[src/rtl/watch_set_ctrl.sv]
// watch_set_ctrl: time-setting controller for the watch datapath.
// Detects button edges, walks a RUN/set-field state machine, holds shadow
// copies of the time that the user edits with calendar-correct wrap, and
// commits them to watch_time with a one-cycle load strobe. While setting,
// the 1 Hz enable is blocked and a blink enable is produced for the display.
module watch_set_ctrl #(
   parameter int YEAR_MAX = 9999,  // highest settable year, wraps to 0
   parameter int RST_YEAR = 2000   // shadow year after reset
) (
   input  logic        clk,
   input  logic        rst,        // asynchronous, active-low
   input  logic        clk1sec,
   input  logic        btn_mode,
   input  logic        btn_sel,
   input  logic        btn_up,
   input  logic [13:0] cur_year,
   input  logic [7:0]  cur_month,
   input  logic [7:0]  cur_day,
   input  logic [7:0]  cur_hour,
   input  logic [7:0]  cur_min,
   input  logic [7:0]  cur_sec,
   output logic        tick_out,
   output logic        load,
   output logic [13:0] set_year,
   output logic [7:0]  set_month,
   output logic [7:0]  set_day,
   output logic [7:0]  set_hour,
   output logic [7:0]  set_min,
   output logic [7:0]  set_sec,
   output logic [2:0]  field_sel,
   output logic        blink
);

   // The state encoding doubles as the field_sel output.
   typedef enum logic [2:0] {
      RUN     = 3'd0,
      S_YEAR  = 3'd1,
      S_MONTH = 3'd2,
      S_DAY   = 3'd3,
      S_HOUR  = 3'd4,
      S_MIN   = 3'd5,
      S_SEC   = 3'd6
   } state_t;

   localparam logic [13:0] YEAR_MAX_L = 14'(YEAR_MAX);
   localparam logic [13:0] RST_YEAR_L = 14'(RST_YEAR);

   // Gregorian leap-year rule.
   function automatic logic is_leap(input logic [13:0] y);
      logic div4;
      logic div100;
      logic div400;
      div4   = (y[1:0] == 2'b00);
      div100 = ((y % 14'd100) == 14'd0);
      div400 = ((y % 14'd400) == 14'd0);
      return (div4 && !div100) || div400;
   endfunction

   // Number of days in month m of year y.
   function automatic logic [7:0] days_in_month(input logic [13:0] y,
                                                input logic [7:0]  m);
      logic [7:0] dim;
      case (m)
         8'd4, 8'd6, 8'd9, 8'd11: dim = 8'd30;
         8'd2:                    dim = is_leap(y) ? 8'd29 : 8'd28;
         default:                 dim = 8'd31;
      endcase
      return dim;
   endfunction

   // Registers
   state_t      r_state;
   logic        r_mode_q;
   logic        r_sel_q;
   logic        r_up_q;
   logic        r_load;
   logic        r_blink;
   logic [13:0] r_year;
   logic [7:0]  r_month;
   logic [7:0]  r_day;
   logic [7:0]  r_hour;
   logic [7:0]  r_min;
   logic [7:0]  r_sec;

   // Next-state and helper wires
   state_t      w_state_nxt;
   logic        w_load_nxt;
   logic        w_blink_nxt;
   logic [13:0] w_year_nxt;
   logic [7:0]  w_month_nxt;
   logic [7:0]  w_day_nxt;
   logic [7:0]  w_hour_nxt;
   logic [7:0]  w_min_nxt;
   logic [7:0]  w_sec_nxt;

   logic        w_mode_edge;
   logic        w_sel_edge;
   logic        w_up_edge;
   logic        w_in_set;

   logic [13:0] w_year_inc;
   logic [7:0]  w_month_inc;
   logic [7:0]  w_day_inc;
   logic [7:0]  w_hour_inc;
   logic [7:0]  w_min_inc;
   logic [7:0]  w_sec_inc;
   logic [7:0]  w_dim_cur;
   logic [7:0]  w_dim_year_inc;
   logic [7:0]  w_dim_month_inc;

   // One-cycle pulse on each rising button level; holding gives one pulse.
   assign w_mode_edge = btn_mode & ~r_mode_q;
   assign w_sel_edge  = btn_sel  & ~r_sel_q;
   assign w_up_edge   = btn_up   & ~r_up_q;
   assign w_in_set    = (r_state != RUN);

   // Wrapping increments of each shadow field.
   assign w_year_inc  = (r_year  >= YEAR_MAX_L) ? 14'd0 : r_year + 14'd1;
   assign w_month_inc = (r_month >= 8'd12)      ? 8'd1  : r_month + 8'd1;
   assign w_hour_inc  = (r_hour  >= 8'd23)      ? 8'd0  : r_hour + 8'd1;
   assign w_min_inc   = (r_min   >= 8'd59)      ? 8'd0  : r_min + 8'd1;
   assign w_sec_inc   = (r_sec   >= 8'd59)      ? 8'd0  : r_sec + 8'd1;

   // Month lengths for the current shadow date and for each candidate edit,
   // so the day can be clamped in the same cycle as a year/month change.
   assign w_dim_cur       = days_in_month(r_year, r_month);
   assign w_dim_year_inc  = days_in_month(w_year_inc, r_month);
   assign w_dim_month_inc = days_in_month(r_year, w_month_inc);
   assign w_day_inc       = (r_day >= w_dim_cur) ? 8'd1 : r_day + 8'd1;

   // Next-state, shadow-edit and strobe logic; mode beats sel beats up.
   always_comb begin
      // NOTE: every signal assigned here gets a default first, so no path
      // leaves it unassigned and no latch is inferred.
      w_state_nxt = r_state;
      w_load_nxt  = 1'b0;
      w_blink_nxt = r_blink;
      w_year_nxt  = r_year;
      w_month_nxt = r_month;
      w_day_nxt   = r_day;
      w_hour_nxt  = r_hour;
      w_min_nxt   = r_min;
      w_sec_nxt   = r_sec;

      if (!w_in_set) begin
         w_blink_nxt = 1'b1;
         if (w_mode_edge) begin
            w_state_nxt = S_YEAR;
            w_year_nxt  = cur_year;
            w_month_nxt = cur_month;
            w_day_nxt   = cur_day;
            w_hour_nxt  = cur_hour;
            w_min_nxt   = cur_min;
            w_sec_nxt   = cur_sec;
         end
      end else if (w_mode_edge) begin
         w_state_nxt = RUN;
         w_load_nxt  = 1'b1;
         w_blink_nxt = 1'b1;
      end else if (w_sel_edge) begin
         w_blink_nxt = 1'b1;
         case (r_state)
            S_YEAR:  w_state_nxt = S_MONTH;
            S_MONTH: w_state_nxt = S_DAY;
            S_DAY:   w_state_nxt = S_HOUR;
            S_HOUR:  w_state_nxt = S_MIN;
            S_MIN:   w_state_nxt = S_SEC;
            S_SEC:   w_state_nxt = S_YEAR;
            default: w_state_nxt = RUN;
         endcase
      end else begin
         if (clk1sec) begin
            w_blink_nxt = ~r_blink;
         end
         if (w_up_edge) begin
            case (r_state)
               S_YEAR: begin
                  w_year_nxt = w_year_inc;
                  if (r_day > w_dim_year_inc) begin
                     w_day_nxt = w_dim_year_inc;
                  end
               end
               S_MONTH: begin
                  w_month_nxt = w_month_inc;
                  if (r_day > w_dim_month_inc) begin
                     w_day_nxt = w_dim_month_inc;
                  end
               end
               S_DAY:   w_day_nxt  = w_day_inc;
               S_HOUR:  w_hour_nxt = w_hour_inc;
               S_MIN:   w_min_nxt  = w_min_inc;
               S_SEC:   w_sec_nxt  = w_sec_inc;
               default: w_state_nxt = RUN;
            endcase
         end
      end
   end

   // State, strobe, blink, button history and shadow field registers.
   always_ff @(posedge clk or negedge rst) begin
      // NOTE: sequential state uses non-blocking assignments so every
      // register samples pre-edge values regardless of statement order.
      if (!rst) begin
         r_state  <= RUN;
         r_mode_q <= 1'b0;
         r_sel_q  <= 1'b0;
         r_up_q   <= 1'b0;
         r_load   <= 1'b0;
         r_blink  <= 1'b1;
         r_year   <= RST_YEAR_L;
         r_month  <= 8'd1;
         r_day    <= 8'd1;
         r_hour   <= 8'd0;
         r_min    <= 8'd0;
         r_sec    <= 8'd0;
      end else begin
         r_state  <= w_state_nxt;
         r_mode_q <= btn_mode;
         r_sel_q  <= btn_sel;
         r_up_q   <= btn_up;
         r_load   <= w_load_nxt;
         r_blink  <= w_blink_nxt;
         r_year   <= w_year_nxt;
         r_month  <= w_month_nxt;
         r_day    <= w_day_nxt;
         r_hour   <= w_hour_nxt;
         r_min    <= w_min_nxt;
         r_sec    <= w_sec_nxt;
      end
   end

   // The running clock only advances in RUN, never during the commit cycle,
   // and not on the cycle a set-mode entry edge is being taken.
   assign tick_out  = rst & clk1sec & ~w_in_set & ~r_load & ~w_mode_edge;

   assign load      = r_load;
   assign blink     = r_blink;
   assign field_sel = r_state;
   assign set_year  = r_year;
   assign set_month = r_month;
   assign set_day   = r_day;
   assign set_hour  = r_hour;
   assign set_min   = r_min;
   assign set_sec   = r_sec;

endmodule

[config.mk]
export PLATFORM = sky130hd
export DESIGN_NAME = watch_set_ctrl
export DESIGN_NICKNAME = d
export VERILOG_FILES = /design/src/rtl/watch_set_ctrl.sv
export SDC_FILE = /design/constraint.sdc
export NUM_CORES = 1
export LEC_CHECK = 0
export ABC_AREA = 1
export ABC_CLOCK_PERIOD_IN_PS = 8660
export CELL_PAD_IN_SITES_DETAIL_PLACEMENT = 1
export CELL_PAD_IN_SITES_GLOBAL_PLACEMENT = 1
export CORE_MARGIN = 10
export CORE_UTILIZATION = 41
export DETAILED_ROUTE_END_ITERATION = 10
export HOLD_SLACK_MARGIN = 0.15
export PLACE_DENSITY_LB_ADDON = 0.08
export SLEW_MARGIN = 20
export SYNTH_ARGS = -nofsm -noshare
export SYNTH_HDL_FRONTEND = slang
export SYNTH_SLANG_ARGS = --single-unit
export TNS_END_PERCENT = 50
[constraint.sdc]
create_clock -name clk -period 8.66 [get_ports clk]
set_input_delay 1.299 -clock clk [delete_from_list [all_inputs] [get_ports clk]]
set_output_delay 1.299 -clock clk [all_outputs]
set_load 0.01 [all_outputs]
==> flow_metrics.py, run 1 <==
metrics = {
    "critical_path": {
        "crit_path_top_delay_cell": "dfstp_2",
        "crit_path_start": "set_year[4]",
        "critPathRequiredTime_ps": 8920,
        "crit_path_end_kind": "flop",
        "start_kind": "flop",
        "reg2reg_to": "set_day[1]",
        "cp.arrival_ps": 7010,
        "critPathKind": "flop to flop",
        "r2r_slack_ps": 1910,
        "r2r-start": "set_year[4]",
        "endpoint": "set_day[1]",
        "r2r_cells": 52,
        "cpMostUsedCell": "nand2_1",
        "path_max_fanout": 10,
        "max_stage_delay_ps": 640,
    },
    "global_route": {
        "grt_max_degree": 64,
        "grt_overflow": 0,
        "grt_first_pass_wirelength_um": 37070,
        "grt_antenna_before_repair": 0,
        "grt.total_usage_pct": 20.43,
        "first_global_vias": 7462,
    },
    "final_layout": {
        "area_growth_pct": 26.71,
        "final_nets": 1203,
        "final_cells": 1347,
        "fillers": 2125,
        "drive_gt1_share_pct": 15.74,
        "antennaDiodeCount": 0,
    },
    "clock_tree": {
        "clk_pin_slew_worst_paths_ps": 60,
        "insertion_delay_ps": 340,
        "htreeDepth": 3,
        "cts_buffer_depth": 2,
        "cts_buffers": 9,
        "cts_tree": "done",
        "cts.sinks": 62,
        "post_cts_resized": 0,
        "post-cts-setup-buffer-count": 0,
        "cts_root_buf": "clkbuf_16",
        "holdBufCountCts": 0,
    },
    "synthesis": {
        "ys_types": 53,
        "async_flop_share_pct": 100.0,
        "syn_area_um2": 6553,
        "synth.area.top_cells": "dfrtp_1 20%, nand2_1 13%, inv_1 6.8%",
        "yosysSeqAreaShare_pct": 23.85,
        "synth_warnings": 0,
        "synth_top_area_cell": "dfrtp_1",
        "yosysMostFrequentCell": "nand2_1",
        "ys.flop_type": "dfrtp_1",
        "synth_edf_count": 0,
        "synth_common_cells": "228 x nand2_1, 118 x inv_1, 105 x nor2_1, 83 x nand3_1, 62 x o21ai_0",
        "avgSynthCellArea_um2": 6.475,
        "synth_top_area_share_pct": 20.24,
        "syn-num-nets": 1089,
        "synthCells": 1012,
        "ys_ff_latch": 62,
    },
    "sta": {
        "period_needed_ps": 6748,
        "final_max_slew_viol_count": 0,
        "tns_ps": 0,
        "rsz0062_at_grt": "no",
        "fin_hold_ws_ps": 506.9,
        "max_slew_margin_pct": 41.35,
        "finalSetupViolations": 0,
        "fmax_ghz": 0.1482,
        "finalClockSkew_ps": 7.586,
        "max_slew.worst_pin.slew_ps": 876.5,
        "fin_crit_sh_pct": 77.92,
        "timing.final.hold_violations": 0,
    },
    "drt": {
        "detail_route.vias_per_cell": 5.267,
        "ant_nets": 0,
        "drtIter0Drc": 229,
        "vias": 7094,
        "drtPass1Iterations": 4,
        "wl_per_cell_um": 16.33,
        "drt_wl_total_um": 22000,
        "drcViolationCount": 0,
    },
    "flow_run": {
        "max_cap_viol_count": 0,
    },
    "floorplanning": {
        "chipWidth_um": 146.4,
        "rows": 46,
        "start_util_pct": 41.55,
        "io_pins": 120,
        "dieArea_um2": 21440,
        "die_height_um": 146.4,
        "core_area_um2": 15770,
    },
    "hold_path": {
        "hp-class": "flop to flop",
    },
    "outcome": {
        "status": "finished clean",
    },
    "placed_design": {
        "io_buffers": 119,
        "placedCellCount": 1331,
        "place_congestion": 0.8412,
        "dp_hpwl_um": 17070,
    },
}
## worst max-delay path, delay by kind of cell, from the launching register on
family	cells	cell delay, ps
AO/OA/AOI/OAI	7	1090
buffers and inverters	3	380
AND/OR/NAND/NOR	40	4070
flip-flops	1	640
adder cells (fa/ha/maj)	2	460
## layout by cell type, fill, tap and decap left out, types with 10 or more instances in the layout
master,count
a21oi_1,40
clkdlybuf4s50_1,118
dfrtp_1,53
ha_1,17
inv_1,118
inv_2,16
nand2_1,228
nand2_2,56
nand2_4,27
nand3_1,83
nand3_2,14
nand4_1,33
nor2_1,103
nor2_4,10
nor3_1,10
o211ai_1,10
o21ai_0,62
o21ai_1,11
o22ai_1,12
## layout make-up
type	instances	area [µm²]	area share, %
Clock buffer	11	242.7	2.923
Clock inverter	5	81.33	0.9795
Inverter	141	529.3	6.374
Multi-Input combinational cell	789	4400	53.00
Sequential cell	62	1563	18.82
Tap cell	216	270.3	3.255
Timing Repair Buffer	123	1216	14.65
## how the worst min path moves through the flow
stage	slack [ps]	startpoint	cells after the start	to
floorplan	490	set_day[0]	2	set_day[0]
global placement	480	set_month[7]	2	set_month[7]
detailed placement	500	set_month[4]	2	set_month[4]
CTS	510	set_day[0]	2	set_day[0]
global route	540	set_day[0]	2	set_day[0]
finish	510	set_month[4]	2	set_month[4]
## flip-flops by register name, summed over array words and instances (netlist names)
register	flops
set_year	14
set_sec	8
set_month	8
set_day	8
r_sel_q	1
set_min	8
r_up_q	1
set_hour	8
field_sel	3
r_mode_q	1
blink	1
load	1
## per-layer routing
layer	vias to the layer above	routed length, µm	global-route usage, %
met1	3386	10090	24.80
met5	-	0	0
met2	113	10370	34.65
met4	0	218	4.304
met3	17	1324	6.459
li1	3578	-	-
## logic make-up after synthesis
kind of cell / after synthesis / share of synthesized area [%]
fa+ha+maj: 17 / 3.246
simple gates: 594 / 47.24
flops: 62 / 23.85
buf+inv: 161 / 9.357
compound gates: 165 / 14.57
xor+xnor: 13 / 1.738
## metrics by stage
step	setup slack (ps)	utilization [%]	cell area, µm²
2_1_floorplan	2834	-	6553
3_3_place_gp	2142	50.52	7968
3_5_place_dp	1902	50.52	7968
4_1_cts	1846	52.58	8292
5_1_grt	968.2	52.65	8303
6_report	1912	52.65	8303
Power of run 1 is not shown: default switching activity piles up to over one toggle a cycle in this logic, so the estimate is an artifact.
==> run 2: changes to the inputs <==
--- a/config.mk
+++ b/config.mk
@@ -6,11 +6,11 @@
 export NUM_CORES = 1
 export LEC_CHECK = 0
 export ABC_AREA = 1
-export ABC_CLOCK_PERIOD_IN_PS = 8660
+export ABC_CLOCK_PERIOD_IN_PS = 7000
 export CELL_PAD_IN_SITES_DETAIL_PLACEMENT = 1
 export CELL_PAD_IN_SITES_GLOBAL_PLACEMENT = 1
 export CORE_MARGIN = 10
-export CORE_UTILIZATION = 41
+export CORE_UTILIZATION = 38
 export DETAILED_ROUTE_END_ITERATION = 10
 export HOLD_SLACK_MARGIN = 0.15
 export PLACE_DENSITY_LB_ADDON = 0.08
==> constraint.sdc (replaced) <==
create_clock -name clk -period 7 [get_ports clk]
set_input_delay 1.05 -clock clk [delete_from_list [all_inputs] [get_ports clk]]
set_output_delay 1.05 -clock clk [all_outputs]
set_load 0.01 [all_outputs]
==> run 2 against run 1 <==
Against the previous run: clock-buffer cell count is 2 higher; hold slack worse by 5.0 ps; critical path depth is 5 higher; register-to-register slack worse by 1400 ps; critical endpoint unchanged.
==> flow_metrics.py, run 2 (synthesis gave the netlist of run 1 again) <==
metrics = {
    "outcome": {
        "status": "finished clean",
    },
    "drt": {
        "detail_route.vias_per_cell": 5.256,
        "vias": 7195,
        "drtIter0Drc": 261,
        "ant_nets": 0,
        "drtPass1Iterations": 4,
        "drcViolationCount": 0,
        "drt_wl_total_um": 22580,
        "wl_per_cell_um": 16.49,
    },
    "critical_path": {
        "critPathKind": "flop to flop",
        "cpMostUsedCell": "nand2_4",
        "critPathRequiredTime_ps": 7260,
        "cp.arrival_ps": 6760,
        "path_max_fanout": 10,
        "crit_path_top_delay_cell": "dfstp_2",
        "crit_path_end_kind": "flop",
        "start_kind": "flop",
        "max_stage_delay_ps": 650,
    },
    "clock_tree": {
        "cts.sinks": 62,
        "cts_buffers": 9,
        "htreeDepth": 3,
        "cts_buffer_depth": 2,
        "clk_pin_slew_worst_paths_ps": 60,
        "cts_root_buf": "clkbuf_16",
        "cts_tree": "done",
        "insertion_delay_ps": 340,
    },
    "placed_design": {
        "dp_hpwl_um": 17340,
        "io_buffers": 119,
        "place_congestion": 0.8158,
    },
    "final_layout": {
        "antennaDiodeCount": 0,
        "final_cell_mix": "223 x nand2_1, 118 x clkdlybuf4s50_1, 116 x inv_1",
        "final_util_pct": 51.09,
        "largest_register_ffs": 14,
        "area_growth_pct": 30.67,
        "mostFrequentLayoutCell": "nand2_1",
        "final_nets": 1221,
        "drive_gt1_share_pct": 18.89,
    },
    "sta": {
        "finalClockSkew_ps": 5.257,
        "fin_crit_sh_pct": 92.75,
        "finalSetupViolations": 0,
        "fin_hold_ws_ps": 501.9,
        "period_needed_ps": 6492,
        "max_slew.worst_pin.slew_ps": 877.2,
        "timing.final.hold_violations": 0,
        "max_slew_margin_pct": 41.30,
        "fmax_ghz": 0.1540,
        "final_max_slew_viol_count": 0,
    },
    "floorplanning": {
        "io_pins": 120,
        "core_area_um2": 16760,
        "die_height_um": 151.3,
        "dieArea_um2": 22900,
        "rows": 47,
        "chipWidth_um": 151.3,
        "start_util_pct": 39.10,
    },
    "global_route": {
        "first_global_vias": 7518,
        "grt_first_pass_wirelength_um": 37320,
        "grt_overflow": 0,
        "grt_max_degree": 64,
        "grt_antenna_before_repair": 0,
        "grt.total_usage_pct": 19.86,
    },
    "flow_run": {
        "max_cap_viol_count": 0,
    },
    "hold_path": {
        "hp-class": "flop to flop",
    },
}
## run 2: cell types whose count changed in the layout (fill, tap and decap cells not counted), sizes merged
cell | previous run | this run
buf | 5 | 22
bufinv | 2 | 1
clkbuf | 11 | 13
inv | 135 | 134
nand2 | 311 | 312
## run 2: timing repair
action / CTS / global route
hold buffers: 0 / 0
buffers inserted: 0 / 16
resized for setup: 0 / 37
hold endpoints to repair: 0 / 0
setup endpoints to repair: 0 / 8
## run 2: per-stage QoR
step	worst slack (ps)	std cells	TNS (ps)	area, µm²
finish	507.7	1369	0	8562
global route	-30.55	1369	-102.7	8562
CTS	155.3	1352	0	8283
detailed placement	228.1	1336	0	7980
global placement	453.5	1336	0	7980
floorplan	1174	1012	0	6553
## run 2: worst paths after layout
check / from / cells after the start / to / slack (ps)
max: set_year[10] / 57 / set_day[1] / 510
min: set_month[6] / 2 / set_month[6] / 500
max reg2reg: set_year[10] / 57 / set_day[1] / 510
min reg2reg: set_month[6] / 2 / set_month[6] / 500
max in group asynchronous: rst / 2 / set_year[5] / 5500
min in group asynchronous: rst / 2 / set_sec[1] / 910
## run 2: critical path: cells and delay by family, from the launching register on
| kind | cells | cell delay, ps |
|---|---|---|
| AND/OR/NAND/NOR | 46 | 4330 |
| flip-flops | 1 | 650 |
| AO/OA/AOI/OAI | 5 | 630 |
| adder cells (fa/ha/maj) | 2 | 490 |
| buffers and inverters | 4 | 310 |
## run 2: final cells by class
cell class	count	area, µm²
Clock buffer	13	260.3
Clock inverter	3	42.54
Fill cell	2176	8198
Inverter	141	536.8
Multi-Input combinational cell	790	4537
Sequential cell	62	1567
Tap cell	220	275.3
Timing Repair Buffer	140	1344
## run 2: layer usage
layer	GRT usage [%]	share of wire (%)	vias to the layer above
li1	-	-	3611
met1	23.94	45	3448
met2	33.59	47	111
met3	6.116	6.6	25
met4	5.005	1.2	0
met5	0	0	-
Power of run 2 is left out for the same reason.
==> run 3: changes to the inputs <==
--- a/config.mk
+++ b/config.mk
@@ -7,6 +7,7 @@
 export LEC_CHECK = 0
 export ABC_AREA = 1
 export ABC_CLOCK_PERIOD_IN_PS = 7000
+export CAP_MARGIN = 10
 export CELL_PAD_IN_SITES_DETAIL_PLACEMENT = 1
 export CELL_PAD_IN_SITES_GLOBAL_PLACEMENT = 1
 export CORE_MARGIN = 10
==> results of run 3 <==
Same layout as run 2: the final DEF is identical, and so are final timing and power.
Power of run 3 is left out for the same reason.
